==> src/rtl/router_pkg.sv <==
// Shared definitions for the XY mesh router: port count, port indices and
// the dimension-ordered route function.
package router_pkg;

  localparam int NUM_PORTS  = 5;
  localparam int PORT_IDX_W = 3;

  typedef enum logic [PORT_IDX_W-1:0] {
    PORT_LOCAL = 3'd0,
    PORT_NORTH = 3'd1,
    PORT_EAST  = 3'd2,
    PORT_SOUTH = 3'd3,
    PORT_WEST  = 3'd4
  } port_e;

  // X is resolved first, then Y; a flit addressed to this node goes LOCAL.
  // Coordinates are passed zero-extended to 8 bits so any field width fits.
  function automatic port_e xy_route(input logic [7:0] dst_x,
                                     input logic [7:0] dst_y,
                                     input logic [7:0] src_x,
                                     input logic [7:0] src_y);
    if (dst_x > src_x)      return PORT_EAST;
    else if (dst_x < src_x) return PORT_WEST;
    else if (dst_y > src_y) return PORT_NORTH;
    else if (dst_y < src_y) return PORT_SOUTH;
    else                    return PORT_LOCAL;
  endfunction

endpackage

==> src/rtl/flit_fifo.sv <==
// Input flit FIFO with valid/ready on both sides. The head is presented
// combinationally so a flit written at one edge can be granted at the next.
module flit_fifo #(
  parameter int DATA_WIDTH = 32,
  parameter int FIFO_DEPTH = 4
) (
  input  logic                  clk,
  input  logic                  rst,
  input  logic                  push_valid,
  output logic                  push_ready,
  input  logic [DATA_WIDTH-1:0] push_data,
  output logic                  pop_valid,
  input  logic                  pop_ready,
  output logic [DATA_WIDTH-1:0] pop_data
);

  localparam int AW = $clog2(FIFO_DEPTH);

  logic [DATA_WIDTH-1:0] mem [FIFO_DEPTH];
  logic [AW:0]           wr_ptr_reg;
  logic [AW:0]           rd_ptr_reg;
  logic                  full;
  logic                  empty;
  logic                  push_fire;
  logic                  pop_fire;

  // The extra pointer MSB distinguishes full (MSBs differ) from empty.
  assign empty     = (wr_ptr_reg == rd_ptr_reg);
  assign full      = (wr_ptr_reg[AW] != rd_ptr_reg[AW]) &&
                     (wr_ptr_reg[AW-1:0] == rd_ptr_reg[AW-1:0]);
  assign push_ready = ~full & rst;
  assign push_fire  = push_valid & push_ready;
  assign pop_valid  = ~empty;
  assign pop_fire   = pop_ready & ~empty;
  assign pop_data   = mem[rd_ptr_reg[AW-1:0]];

  // Storage write; contents need no reset since the pointers define validity.
  always_ff @(posedge clk) begin
    if (push_fire) mem[wr_ptr_reg[AW-1:0]] <= push_data;
  end

  // Read and write pointers; reset empties the FIFO immediately.
  always_ff @(posedge clk or negedge rst) begin
    if (!rst) begin
      wr_ptr_reg <= '0;
      rd_ptr_reg <= '0;
    end else begin
      if (push_fire) wr_ptr_reg <= wr_ptr_reg + 1'b1;
      if (pop_fire)  rd_ptr_reg <= rd_ptr_reg + 1'b1;
    end
  end

endmodule

==> src/rtl/xy_mesh_router.sv <==
// Five-port XY mesh router for single-flit packets. Each enabled input has a
// FIFO; heads are routed X-then-Y, arbitrated round-robin per output and held
// in a one-entry output register. Flits routed to a disabled port are dropped
// and counted in a saturating counter.
module xy_mesh_router
  import router_pkg::*;
#(
  parameter int                   DATA_WIDTH = 32,
  parameter int                   X_BITS     = 2,
  parameter int                   Y_BITS     = 2,
  parameter int                   SRC_X      = 0,
  parameter int                   SRC_Y      = 0,
  parameter int                   FIFO_DEPTH = 4,
  parameter logic [NUM_PORTS-1:0] PORT_EN    = 5'b11111
) (
  input  logic                            clk,
  input  logic                            rst,
  input  logic [NUM_PORTS-1:0]            in_valid,
  output logic [NUM_PORTS-1:0]            in_ready,
  input  logic [NUM_PORTS*DATA_WIDTH-1:0] in_data,
  output logic [NUM_PORTS-1:0]            out_valid,
  input  logic [NUM_PORTS-1:0]            out_ready,
  output logic [NUM_PORTS*DATA_WIDTH-1:0] out_data,
  output logic [7:0]                      drop_count
);

  logic [NUM_PORTS-1:0]                       head_valid;
  logic [NUM_PORTS-1:0][DATA_WIDTH-1:0]       head_data;
  logic [NUM_PORTS-1:0][PORT_IDX_W-1:0]       head_route;
  logic [NUM_PORTS-1:0]                       drop;
  logic [NUM_PORTS-1:0]                       pop;
  // grant[o][i]: output o takes the head of input i this cycle.
  logic [NUM_PORTS-1:0][NUM_PORTS-1:0]        grant;
  logic [2:0]                                 drop_sum;
  logic [8:0]                                 drop_total;
  logic [7:0]                                 drop_count_reg;

  // ------------------------------------------------------------------
  // Input side: one FIFO per enabled port plus route computation.
  // ------------------------------------------------------------------
  for (genvar gi = 0; gi < NUM_PORTS; gi++) begin : g_in
    if (PORT_EN[gi]) begin : g_on
      logic  push_ready;
      port_e route;

      flit_fifo #(
        .DATA_WIDTH(DATA_WIDTH),
        .FIFO_DEPTH(FIFO_DEPTH)
      ) u_fifo (
        .clk       (clk),
        .rst       (rst),
        .push_valid(in_valid[gi]),
        .push_ready(push_ready),
        .push_data (in_data[gi*DATA_WIDTH +: DATA_WIDTH]),
        .pop_valid (head_valid[gi]),
        .pop_ready (pop[gi]),
        .pop_data  (head_data[gi])
      );

      assign route = xy_route(8'(head_data[gi][DATA_WIDTH-1 -: X_BITS]),
                              8'(head_data[gi][DATA_WIDTH-1-X_BITS -: Y_BITS]),
                              8'(SRC_X), 8'(SRC_Y));
      assign in_ready[gi]   = push_ready;
      assign head_route[gi] = route;
    end else begin : g_off
      assign in_ready[gi]   = 1'b0;
      assign head_valid[gi] = 1'b0;
      assign head_data[gi]  = '0;
      assign head_route[gi] = PORT_LOCAL;
    end

    logic granted_any;

    // A head leaves its FIFO when any output grants it or it is dropped.
    always_comb begin
      granted_any = 1'b0;
      for (int o = 0; o < NUM_PORTS; o++) granted_any = granted_any | grant[o][gi];
    end

    assign drop[gi] = head_valid[gi] & ~PORT_EN[head_route[gi]];
    assign pop[gi]  = drop[gi] | granted_any;
  end

  // ------------------------------------------------------------------
  // Output side: round-robin arbiter and one-entry register per port.
  // ------------------------------------------------------------------
  for (genvar go = 0; go < NUM_PORTS; go++) begin : g_out
    if (PORT_EN[go]) begin : g_on
      logic [NUM_PORTS-1:0]  req;
      logic [NUM_PORTS-1:0]  gnt;
      logic [2:0]            rr_ptr_reg;
      logic [2:0]            win;
      logic [3:0]            idx;
      logic                  found;
      logic                  can_load;
      logic                  out_valid_reg;
      logic [DATA_WIDTH-1:0] out_data_reg;

      // Collect heads whose route targets this output.
      always_comb begin
        req = '0;
        for (int i = 0; i < NUM_PORTS; i++)
          req[i] = head_valid[i] & ~drop[i] & (head_route[i] == 3'(go));
      end

      assign can_load = ~out_valid_reg | out_ready[go];

      // Pick the first requester at or after the pointer, wrapping mod 5.
      always_comb begin
        gnt   = '0;
        win   = '0;
        found = 1'b0;
        idx   = '0;
        for (int k = 0; k < NUM_PORTS; k++) begin
          idx = 4'(rr_ptr_reg) + 4'(k);
          if (idx >= 4'(NUM_PORTS)) idx = idx - 4'(NUM_PORTS);
          if (!found && can_load && req[idx[2:0]]) begin
            gnt[idx[2:0]] = 1'b1;
            win           = idx[2:0];
            found         = 1'b1;
          end
        end
      end

      assign grant[go] = gnt;

      // Load on grant, clear on drain, otherwise hold; pointer moves only on grant.
      always_ff @(posedge clk or negedge rst) begin
        if (!rst) begin
          out_valid_reg <= 1'b0;
          out_data_reg  <= '0;
          rr_ptr_reg    <= '0;
        end else if (found) begin
          out_valid_reg <= 1'b1;
          out_data_reg  <= head_data[win];
          rr_ptr_reg    <= (win == 3'(NUM_PORTS-1)) ? 3'd0 : win + 3'd1;
        end else if (out_ready[go]) begin
          out_valid_reg <= 1'b0;
        end
      end

      assign out_valid[go]                          = out_valid_reg;
      assign out_data[go*DATA_WIDTH +: DATA_WIDTH]  = out_data_reg;
    end else begin : g_off
      assign grant[go]                              = '0;
      assign out_valid[go]                          = 1'b0;
      assign out_data[go*DATA_WIDTH +: DATA_WIDTH]  = '0;
    end
  end

  // ------------------------------------------------------------------
  // Drop counter: all drops of a cycle are summed, then saturated at 255.
  // ------------------------------------------------------------------
  always_comb begin
    drop_sum = '0;
    for (int i = 0; i < NUM_PORTS; i++) drop_sum = drop_sum + 3'(drop[i]);
  end

  assign drop_total = {1'b0, drop_count_reg} + 9'(drop_sum);

  // Saturating accumulation of dropped flits.
  always_ff @(posedge clk or negedge rst) begin
    if (!rst)                drop_count_reg <= '0;
    else if (drop_total[8])  drop_count_reg <= 8'hFF;
    else                     drop_count_reg <= drop_total[7:0];
  end

  assign drop_count = drop_count_reg;

endmodule
==> config.mk <==
export PLATFORM = sky130hd
export DESIGN_NAME = xy_mesh_router
export DESIGN_NICKNAME = d
export VERILOG_FILES = /design/src/rtl/router_pkg.sv /design/src/rtl/flit_fifo.sv /design/src/rtl/xy_mesh_router.sv
export SDC_FILE = /design/constraint.sdc
export NUM_CORES = 1
export LEC_CHECK = 0
export ABC_CLOCK_PERIOD_IN_PS = 5300
export CAP_MARGIN = 20
export CORE_UTILIZATION = 27
export CTS_CLUSTER_DIAMETER = 100
export CTS_CLUSTER_SIZE = 30
export DETAILED_ROUTE_END_ITERATION = 6
export PLACE_DENSITY = 0.53
export SYNTH_ARGS = -nofsm -noshare
export SYNTH_HDL_FRONTEND = slang
export SYNTH_SLANG_ARGS = --single-unit
export TNS_END_PERCENT = 20
==> constraint.sdc <==
create_clock -name clk -period 5.3 [get_ports clk]
set_clock_uncertainty 0.1 [all_clocks]
set_input_delay 1.06 -clock clk [delete_from_list [all_inputs] [get_ports clk]]
set_output_delay 1.06 -clock clk [all_outputs]
set_load 0.1 [all_outputs]
==> After elaboration in Yosys (flattened, before gate mapping) <==
Memories as Yosys holds them, arrays and structs flattened.
Index checks and enable logic that the tools add are counted.
{ "op_classes": {"add_sub_neg": 65, "order_cmp": 95, "eq_ne": 40, "muxes": 251, "bitwise_logic": 125, "n_reduce_logical": 105} }
{ "op_table": {"columns": ["operator", "count"], "rows": [
  ["32-bit binary-select mux with 3-bit select", 5],
  ["3-bit 2-to-1 mux", 56],
  ["32-bit 2-to-1 mux", 5],
  ["3-bit by 4-bit < comparator with 1-bit output (second input constant)", 35],
  ["5-bit 2-to-1 mux", 25],
  ["1-bit 2-to-1 mux", 105],
  ["5-bit OR", 20],
  ["4-bit by 3-bit greater-or-equal comparator with 1-bit output (second input constant)", 20],
  ["1-bit binary-select mux with 3-bit select", 25],
  ["1-bit demux with 3-bit select", 25],
  ["3-bit by 1-bit greater-or-equal comparator with 1-bit output (second input constant)", 25],
  ["1-bit logical AND", 75],
  ["3-bit subtractor (second input constant)", 25],
  ["1-bit AND", 50],
  ["3-bit by 1-bit adder with 3-bit output (second input constant)", 15],
  ["3-bit by 2-bit adder with 4-bit output (second input constant)", 10],
  ["3-bit by 2-bit == test with 1-bit output (second input constant)", 10],
  ["3-bit == test (second input constant)", 10],
  ["1-bit OR", 30],
  ["1-bit NOT", 25],
  ["3-bit by 1-bit adder with 4-bit output (second input constant)", 5],
  ["3-bit by 3-bit adder with 4-bit output (second input constant)", 5],
  ["2-bit by 1-bit > comparator with 1-bit output (second input constant)", 10],
  ["1-bit zero test", 20],
  ["13 further kinds", 45]
]} }
{ "word_totals": {"regBits": 218, "ram_bits": 640, "romBits": 40, "output_inout_bits": 178, "elab_cells": 717, "memories": 10} }
{ "memory_table": {"columns": ["memory", "words", "width", "read_ports", "rd_clocked_by_memory_dff", "write_ports", "line", "rtl"], "rows": [
  ["g_in[0].g_on.u_fifo.mem", 4, 32, 1, 0, 1, "flit_fifo.sv:19", "logic [DATA_WIDTH-1:0] mem [FIFO_DEPTH];"],
  ["g_in[1].g_on.u_fifo.mem", 4, 32, 1, 0, 1, "flit_fifo.sv:19", null],
  ["g_in[2].g_on.u_fifo.mem", 4, 32, 1, 0, 1, "flit_fifo.sv:19", null],
  ["g_in[3].g_on.u_fifo.mem", 4, 32, 1, 0, 1, "flit_fifo.sv:19", null],
  ["g_in[4].g_on.u_fifo.mem", 4, 32, 1, 0, 1, "flit_fifo.sv:19", null],
  ["(no name shown)", 8, 1, 1, 0, 0, "xy_mesh_router.sv:80", "assign drop[gi] = head_valid[gi] & ~PORT_EN[head_route[gi]];"],
  ["+4 memories", null, null, null, null, null, null, null]
]} }

==> Depth between registers and ports, before layout <==
Gate-level depths: netlist (run 1).
An unclocked memory read counts as a cell.
{ "logic_depth": {"depth_word": 37, "depth_mapped": 19} }

==> Cells and area by module <==
A second synthesis (run 1) with hierarchy kept.
{ "unflattened": {"cells_unflattened": 2359, "area_unflattened_um2": 37831.3} }
{ "modules_own_cells": {"columns": ["module", "instances", "cells_per_inst", "area_per_inst_um2"], "rows": [
  ["flit_fifo (g_in[0].g_on.u_fifo ...)", 3, 210, 5114.9],
  ["xy_mesh_router", 1, 1299, 12166.7],
  ["flit_fifo (g_in[3].g_on.u_fifo ...)", 2, 215, 5159.9]
]} }

==> Worst setup path after synthesis (run 1) <==
Ideal clock, no wire load.
{ "synth_timing": {"path_type": "register to register", "startpoint": "reg g_out[0].g_on.rr_ptr_reg[0]", "endpoint": "reg g_in[3].g_on.u_fifo.rd_ptr_reg[1]", "arrival_ps": 4109, "required_time_ps": 5075, "path_slack_ps": 967, "stages_incl_launch_ff": 18, "n_path_buf": 3, "path_cell_list": "dfrtp_1 -> clkbuf_1 -> clkbuf_1 -> inv_1 -> ha_1 -> ha_1 -> nand2_1 -> o21ai_0 -> xnor2_1 -> mux2_2 -> a211oi_2 -> nand4bb_1 -> a311oi_1 -> o21a_1 -> buf_6 -> and2_1 -> nor2_2 -> mux2_2"} }
{ "synth_via": {"elab_chain_cells": 28} }
{ "synth_lines": {"columns": ["element", "line", "rtl"], "rows": [
  ["from (decl)", "xy_mesh_router.sv:91", "logic [2:0] rr_ptr_reg;"],
  ["from (signal assigned)", "xy_mesh_router.sv:136", "rr_ptr_reg <= (win == 3'(NUM_PORTS-1)) ? 3'd0 : win + 3'd1;"],
  ["branches (longest 21 deep; another with 3-bit by 1-bit adder with 4-bit output)", null, null],
  ["5-bit 2-to-1 mux (*)", "xy_mesh_router.sv:117", "if (!found && can_load && req[idx[2:0]]) begin"],
  ["1-bit OR (*) (4 in series)", "xy_mesh_router.sv:77", "for (int o = 0; o < NUM_PORTS; o++) granted_any = granted_any | grant[o][gi];"],
  ["1-bit OR (*)", "xy_mesh_router.sv:81", "assign pop[gi] = drop[gi] | granted_any;"],
  ["1-bit AND (*)", "flit_fifo.sv:34", "assign pop_fire = pop_ready & ~empty;"],
  ["to (signal assigned)", "flit_fifo.sv:49", "if (pop_fire) rd_ptr_reg <= rd_ptr_reg + 1'b1;"],
  ["to (decl)", "flit_fifo.sv:21", "logic [AW:0] rd_ptr_reg;"]
]} }
Every way passes the cells marked *. The select of a mux whose other input is x is not followed.
A chain may end at the register's enable or synchronous reset.

==> Worst setup path in the final report (run 1) <==
{ "layout_timing": {"startpoint": "reg g_out[1].g_on.rr_ptr_reg[0]", "endpoint": "reg g_out[1].g_on.out_data_reg[1]"} }
{ "layout_via": {"elab_chain_cells": 24} }
{ "layout_lines": {"columns": ["element", "line", "rtl"], "rows": [
  ["from (decl)", "xy_mesh_router.sv:91", null],
  ["from (signal assigned)", "xy_mesh_router.sv:136", null],
  ["branches (longest 24 deep; another with 3-bit by 1-bit adder with 4-bit output)", null, null],
  ["to (signal assigned)", "xy_mesh_router.sv:135", "out_data_reg <= head_data[win];"],
  ["to (decl)", "xy_mesh_router.sv:97", "logic [DATA_WIDTH-1:0] out_data_reg;"]
]} }
Several ways; the timed one is not identified. The select of a mux whose other input is x is not followed.

==> results of run 1 <==
-- path summary, 6_finish.rpt --
check | start | end | depth (start not counted)
max in group asynchronous | rst | g_out[2].g_on.out_data_reg[20] | 3
min in group asynchronous | rst | g_out[1].g_on.out_valid_reg | 1
worst max-delay path | g_out[1].g_on.rr_ptr_reg[0] | g_out[1].g_on.out_data_reg[1] | 13
worst min-delay path | g_out[3].g_on.out_data_reg[16] | g_out[3].g_on.out_data_reg[16] | 0
worst max register to register | g_out[1].g_on.rr_ptr_reg[0] | g_out[1].g_on.out_data_reg[1] | 13
worst min register to register | g_out[3].g_on.out_data_reg[16] | g_out[3].g_on.out_data_reg[16] | 0
-- synth_stat cells, types with 16 or more instances --
cell type	number	area share
and3_1	27	0.0046
nor2_1	57	0.0058
mux4_2	160	0.098
nand2_1	125	0.013
o22ai_1	38	0.0064
a21oi_1	32	0.0043
xnor2_1	50	0.012
nor2b_1	16	0.0027
a22oi_1	93	0.019
dfrtp_1	171	0.12
o21ai_0	35	0.0047
xor2_1	22	0.0052
clkbuf_1	111	0.011
a221oi_1	37	0.0088
nor3_1	18	0.0024
buf_4	52	0.011
mux2_2	101	0.031
inv_1	41	0.0042
mux2i_1	110	0.030
nand3_1	27	0.0037
ha_1	49	0.017
edfxtp_1	640	0.52
buf_2	23	0.0031
o211ai_1	41	0.0083
-- cells by family after synthesis --
| logic type | synth area share |
|---|---|
| flops | 0.637 |
| compound gates | 0.0859 |
| mux | 0.159 |
| simple gates | 0.0495 |
| buf+inv | 0.0334 |
| xor+xnor | 0.0171 |
| fa+ha+maj | 0.0182 |
| other cells | 0.000102 |
-- metal layers --
metal,global-route usage,vias to the layer above
met1,0.214,11400
met2,0.273,811
met4,0.0269,22
li1,-,9744
met5,0,-
met3,0.0383,119
-- layout make-up --
type,instances,share of cell area
repair buffers,401,0.0924
flip-flops and latches,811,0.541
clock inverters,12,0.00340
inverters,43,0.00372
well taps,1781,0.0513
diodes,6,0.000346
multi-input cells,1313,0.286
clock buffers,51,0.0218
-- stage by stage --
stage / util / setup slack [ns]
floorplan: - / 0.967
global placement: 0.312 / 0.499
detailed placement: 0.312 / 0.439
CTS: 0.320 / 0.414
global route: 0.321 / 0.0800
finish: 0.321 / 0.403
-- worst reg2reg max path, cell delays in order, from the launching register on --
cell and delay, ns:
dfrtp_1 0.39, buf_4 0.20, ha_1 0.28, a221oi_1 0.55, mux2i_1 0.67, o211ai_1 0.33, and3_2 0.37, a311oi_4 0.53
nor4b_4 0.35, a21oi_2 0.08, and2_4 0.29, buf_12 0.24, mux2i_1 0.14, a221oi_1 0.33
==> impl_metrics.ini, run 1 <==
[yosys]
ys_types = 98
yosysSeqAreaShare = 0.637
ys_ff_latch = 811
synth_warnings = 0
ys.flop_type = edfxtp_1
avgSynthCellArea_um2 = 15.8
synth_edf_count = 640
async_flop_share = 0.211
syn-cell-area_um2 = 36900
syn_inst = 2334

[timing]
grt_setup_unrepaired = false
max_freq_ghz = 0.204
hold_violations = 0
fin_crit_ns = 4.90
max-slew-margin-rel = 0.220
worst_pin_slew_ns = 1.17
fin_setup_tns_ns = 0
fin_crit_sh = 0.924
setup_viol = 0
slew_viol_final = 0
whs_ns = 0.280

[finish]
most-common-layout-cells = 640 x edfxtp_1, 298 x clkdlybuf4s50_1, 163 x dfrtp_1
final_layout_size_suffix_gt1_frac = 0.181
fin_nets = 2829
fin_cells = 4418
multi_input_area_um2 = 12400
final_cell_area_um2 = 43400
largest_register_ffs = 640
fillers = 13300
seqCellArea_um2 = 23500
final_common_cell = edfxtp_1
areaGrowthSynthToFinish_pct = 17.7

[placed_design]
placedCellCount = 4346
place_area_um2 = 42300
dp_hpwl_mm = 83.3
port_buffers = 307
gp_congestion = 0.940

[route]
drc_errors = 0
wire_per_inst_um = 25.8
drt-total-wl_mm = 114
wl_met1_mm = 47.4
drtAntennaViolNets = 0
first_iter_violations = 1759
drt_pre_antenna_iters = 5
wl_met2_mm = 55.8
viasPerCell = 5.00
route.met3.wl_mm = 9.06
routed.top_layer = met5
vias = 22100

[worst_setup_path]
crit_buf_inv = 2
slowest_stage = mux2i_1
critPathMaxFanout = 18
critPathKind = reg -> reg
slowest_delay_ns = 0.67
endpoint_kind = flop
critPathLaunchType = flop
reg2reg_slack_ns = 0.40
path_cells = buf_4 -> ha_1 -> a221oi_1 -> mux2i_1 -> o211ai_1 -> and3_2 -> a311oi_4 -> nor4b_4 -> a21oi_2 -> and2_4 -> buf_12 -> mux2i_1 -> a221oi_1
arrival_ns = 5.33
crit_required_ns = 5.73
critPathTopFamily = compound AO/OA/AOI/OAI gates

[cts]
root_buffer = clkbuf_16
cts.clk_slew.worst_paths_ns = 0.12
ctsHoldBuffers = 0
clock_path_buffers = 3
cts.sinks = 811
numCtsBuffers = 35
htreeDepth = 2
cts_tree = built
post_cts_resized = 0
insertion_delay_ns = 0.63
post_cts_buffers = 0

[floorplan]
rows = 135
die_y_um = 372
die-area_um2 = 138000
die_x_um = 372
core_um2 = 135000
start_util = 0.272
io_pins = 350

[global_routing]
grt_start_max_net_pins = 55
grt_pass1_wl_mm = 161
grt_pass1_vias = 21600
grt.total_usage = 0.162
overflow = 0
antenna_found_initial = 31

[hold_path]
hold_path.class = reg -> reg

[run]
maxCapViolations = 0

[outcome]
status = completed
Power of run 1 is left out: the tool's default activity adds up to more than one toggle a clock period on the data nets, which glitch-free logic cannot reach.
==> run 2: changes to the inputs <==
--- a/config.mk
+++ b/config.mk
@@ -8,7 +8,7 @@
 export ABC_CLOCK_PERIOD_IN_PS = 5300
 export CAP_MARGIN = 20
 export CORE_UTILIZATION = 27
-export CTS_CLUSTER_DIAMETER = 100
+export CTS_CLUSTER_DIAMETER = 80
 export CTS_CLUSTER_SIZE = 30
 export DETAILED_ROUTE_END_ITERATION = 6
 export PLACE_DENSITY = 0.53
==> constraint.sdc (replaced) <==
create_clock -name clk -period 5.3 [get_ports clk]
set_clock_uncertainty 0.1 [all_clocks]
set_input_delay 0.795 -clock clk [delete_from_list [all_inputs] [get_ports clk]]
set_output_delay 0.795 -clock clk [all_outputs]
set_load 0.1 [all_outputs]
==> impl_metrics.ini, run 2 (same netlist as run 1, synthesis figures left out) <==
[finish]
largest_register_ffs = 640
fillers = 13300
final_common_cell = edfxtp_1
final_layout_size_suffix_gt1_frac = 0.188
fin_nets = 2839
final_cell_area_um2 = 43800
most-common-layout-cells = 640 x edfxtp_1, 297 x clkdlybuf4s50_1, 163 x dfrtp_1
areaGrowthSynthToFinish_pct = 18.7
multi_input_area_um2 = 12400
seqCellArea_um2 = 23500

[timing]
slew_viol_final = 0
fin_crit_ns = 4.89
fin_setup_tns_ns = 0
worst_pin_slew_ns = 1.19
hold_violations = 0
max-slew-margin-rel = 0.206
setup_viol = 0
grt_setup_unrepaired = false
worst_slack_ns = 0.408
fin_crit_sh = 0.923
max_freq_ghz = 0.204

[hold_path]
holdPathStages = 0
hold_path.class = reg -> reg

[worst_setup_path]
endpoint_kind = flop
path_depth = 12
crit_buf_inv = 1
arrival_ns = 5.35
critPathKind = reg -> reg
path_cells = mux4_2 -> a311o_1 -> o41ai_2 -> nand2_1 -> a2111oi_4 -> a311oi_4 -> nor4b_4 -> a21oi_2 -> and2_4 -> buf_4 -> mux2i_1 -> a221oi_1
slowest_stage = mux4_2
slowest_delay_ns = 0.64
critPathLaunchType = flop
r2r_cells = 12
critPathTopFamily = compound AO/OA/AOI/OAI gates
critPathMaxFanout = 18
crit_required_ns = 5.75

[floorplan]
die_x_um = 372
start_util = 0.272
rows = 135
io_pins = 350
die-area_um2 = 138000
core_um2 = 135000
die_y_um = 372

[cts]
root_buffer = clkbuf_16
numCtsBuffers = 42
cts.sinks = 811
htreeDepth = 2
insertion_delay_ns = 0.65
post_cts_buffers = 0
cts_tree = built
cts.clk_slew.worst_paths_ns = 0.10
clock_path_buffers = 3

[placed_design]
dp_slack_ns = 0.385
dp_hpwl_mm = 84.2
port_buffers = 307
place_area_um2 = 42300
gp_congestion = 0.923

[outcome]
status = completed

[global_routing]
grt_start_max_net_pins = 50
grt_pass1_wl_mm = 164
antenna_found_initial = 28
grt_pass1_vias = 22000
grt.total_usage = 0.165
overflow = 0

[route]
viasPerCell = 4.99
drt-total-wl_mm = 115
drc_errors = 0
vias = 22100
wire_per_inst_um = 26.0
first_iter_violations = 2041
drtAntennaViolNets = 0
drt_pre_antenna_iters = 6

[run]
maxCapViolations = 0
[run 2: cell count changes in the layout (fill, tap and decap cells not counted), moves of 2 or more]
cell | before | now
inv_6 | 0 | 7
clkbuf_1 | 15 | 5
clkinvlp_4 | 3 | 0
clkbuf_16 | 35 | 44
diode_2 | 6 | 1
clkinv_8 | 3 | 7
buf_4 | 82 | 86
clkinv_1 | 2 | 4
[run 2: what timing repair did]
item / 4_1_cts / 5_1_grt
hold buffers: 1 / 0
resized for setup: 0 / 0
endpoints found under the hold margin: 3 / 0
[run 2: cell type report]
cell class | count | area share
Antenna cell | 1 | 0.0000571
Inverter | 43 | 0.00368
Timing Repair Buffer | 404 | 0.0918
Clock inverter | 24 | 0.00777
Multi-Input combinational cell | 1313 | 0.284
Sequential cell | 811 | 0.537
Tap cell | 1781 | 0.0509
Clock buffer | 49 | 0.0256
[run 2: final timing paths]
| kind | slack (ns) | from | end |
|---|---|---|---|
| setup / recovery | 0.41 | g_in[4].g_on.u_fifo.rd_ptr_reg[0] | g_out[1].g_on.out_data_reg[13] |
| hold / removal | 0.28 | g_out[3].g_on.out_data_reg[17] | g_out[3].g_on.out_data_reg[17] |
| setup reg to reg | 0.41 | g_in[4].g_on.u_fifo.rd_ptr_reg[0] | g_out[1].g_on.out_data_reg[13] |
| hold reg to reg | 0.28 | g_out[3].g_on.out_data_reg[17] | g_out[3].g_on.out_data_reg[17] |
| max in group asynchronous | 3.41 | rst | g_out[1].g_on.out_data_reg[15] |
| min in group asynchronous | 0.60 | rst | g_in[2].g_on.u_fifo.rd_ptr_reg[0] |
[run 2: metrics by stage]
step	util	hold slack [ns]	cells
final	0.323	0.278	4426
after floorplan	-	0.366	2374
after CTS	0.323	0.284	4423
after global placement	0.312	0.264	4349
after global routing	0.323	0.288	4425
after detailed placement	0.312	0.264	4349
[run 2: routing by layer]
metal	global-route usage	up-vias	wire (µm)
li1	-	9775	-
met4	0.0297	32	1910
met2	0.275	784	56100
met5	0	-	200
met3	0.0409	123	9230
met1	0.217	11400	47600
Power of run 2 is left out for the same reason.
==> run 3: changes to the inputs <==
--- a/config.mk
+++ b/config.mk
@@ -9,7 +9,6 @@
 export CAP_MARGIN = 20
 export CORE_UTILIZATION = 27
 export CTS_CLUSTER_DIAMETER = 80
-export CTS_CLUSTER_SIZE = 30
 export DETAILED_ROUTE_END_ITERATION = 6
 export PLACE_DENSITY = 0.53
 export SYNTH_ARGS = -nofsm -noshare
==> impl_metrics.ini, run 3 (same netlist as run 1, synthesis figures left out) <==
[outcome]
status = completed

[placed_design]
dp_hpwl_mm = 84.2
port_buffers = 307
gp_congestion = 0.923
dp_slack_ns = 0.385

[cts]
cts.clk_slew.worst_paths_ns = 0.06
clock_path_buffers = 3
cts.sinks = 811
insertion_delay_ns = 0.68
htreeDepth = 3
root_buffer = clkbuf_16
cts_tree = built
post_cts_resized = 0
numCtsBuffers = 88

[global_routing]
grt_start_max_net_pins = 50
antenna_found_initial = 32
grt.total_usage = 0.167
grt_pass1_vias = 22400
overflow = 0
grt_pass1_wl_mm = 166

[timing]
fin_crit_sh = 0.924
worst_pin_slew_ns = 1.19
slew_viol_final = 0
worst_slack_ns = 0.401
max-slew-margin-rel = 0.206
whs_ns = 0.272
hold_violations = 0
grt_setup_unrepaired = false
max_freq_ghz = 0.204
fin_setup_tns_ns = 0
setup_viol = 0
fin_crit_ns = 4.90

[floorplan]
rows = 135
die-area_um2 = 138000
start_util = 0.272
io_pins = 350
die_y_um = 372
core_um2 = 135000
die_x_um = 372

[route]
drt-total-wl_mm = 116
drtAntennaViolNets = 0
viasPerCell = 4.97
drt_pre_antenna_iters = 5
first_iter_violations = 1756
vias = 22400
drc_errors = 0
wire_per_inst_um = 25.8

[hold_path]
holdPathStages = 0
hold_path.class = reg -> reg
hold_end = g_out[3].g_on.out_data_reg[3]
hp-start = g_out[3].g_on.out_data_reg[3]

[finish]
seqCellArea_um2 = 23500
fillers = 13200
final_common_cell = edfxtp_1
multi_input_area_um2 = 12400
most-common-layout-cells = 640 x edfxtp_1, 297 x clkdlybuf4s50_1, 163 x dfrtp_1
areaGrowthSynthToFinish_pct = 22.7
final_util = 0.334
fin_nets = 2885
final_layout_size_suffix_gt1_frac = 0.206
largest_register_ffs = 640

[worst_setup_path]
worstReg2RegEnd = g_out[1].g_on.out_data_reg[13]
critPathLaunchType = flop
critPathKind = reg -> reg
endpoint_kind = flop
arrival_ns = 5.37
critPathMaxFanout = 18
reg2reg_slack_ns = 0.40
r2r-start = g_in[4].g_on.u_fifo.rd_ptr_reg[0]
path_cells = mux4_2 -> a311o_1 -> o41ai_2 -> nand2_1 -> a2111oi_4 -> a311oi_4 -> nor4b_4 -> a21oi_2 -> and2_4 -> buf_4 -> mux2i_1 -> a221oi_1
slowest_delay_ns = 0.65
crit_required_ns = 5.77
slowest_stage = mux4_2
r2r_cells = 12

[run]
maxCapViolations = 0
run 3: per-layer routing:
metal | global-route usage | vias to the layer above | routed length, µm
met5 | 0 | - | 224
met4 | 0.0325 | 34 | 2200
met3 | 0.0506 | 174 | 10300
met2 | 0.276 | 823 | 56200
met1 | 0.217 | 11500 | 47400
li1 | - | 9913 | -
run 3: worst max path at each step:
stage / from / endpoint / slack, ns / cells past startpoint
floorplan: g_out[0].g_on.rr_ptr_reg[0] / g_in[3].g_on.u_fifo.rd_ptr_reg[1] / 0.97 / 17
global placement: g_in[4].g_on.u_fifo.rd_ptr_reg[0] / g_out[1].g_on.out_data_reg[9] / 0.44 / 12
detailed placement: g_in[4].g_on.u_fifo.rd_ptr_reg[0] / g_out[1].g_on.out_data_reg[13] / 0.39 / 12
CTS: g_in[4].g_on.u_fifo.rd_ptr_reg[0] / g_out[1].g_on.out_data_reg[13] / 0.41 / 12
global route: g_out[0].g_on.rr_ptr_reg[0] / g_out[0].g_on.out_data_reg[17] / 0.03 / 15
finish: g_in[4].g_on.u_fifo.rd_ptr_reg[0] / g_out[1].g_on.out_data_reg[13] / 0.40 / 12
run 3: final cells by class:
class,instances,area share
sequential,811,0.519
clock buffer,123,0.0544
clock inverter,39,0.0101
timing repair buffer,404,0.0889
multi-input combinational,1313,0.275
tap,1781,0.0492
inverter,43,0.00357
antenna,1,0.0000553
run 3: per-stage QoR:
step | instances | cell area (µm²)
detailed placement | 4349 | 42300
CTS | 4512 | 45200
global route | 4514 | 45300
floorplan | 2374 | 37100
finish | 4515 | 45300
global placement | 4349 | 42300
run 3: critical path: cells and delay by family, from the launching register on:
family	cells	cell delay (ns)
compound gates	6	2.17
simple gates	3	0.81
mux	2	0.77
flops	1	0.59
buf+inv	1	0.34
run 3: repair_timing:
item / in CTS / in global routing
setup buffers: 0 / 0
endpoints found under the hold margin: 38 / 0
hold buffers: 1 / 0
Power of run 3 is left out for the same reason.
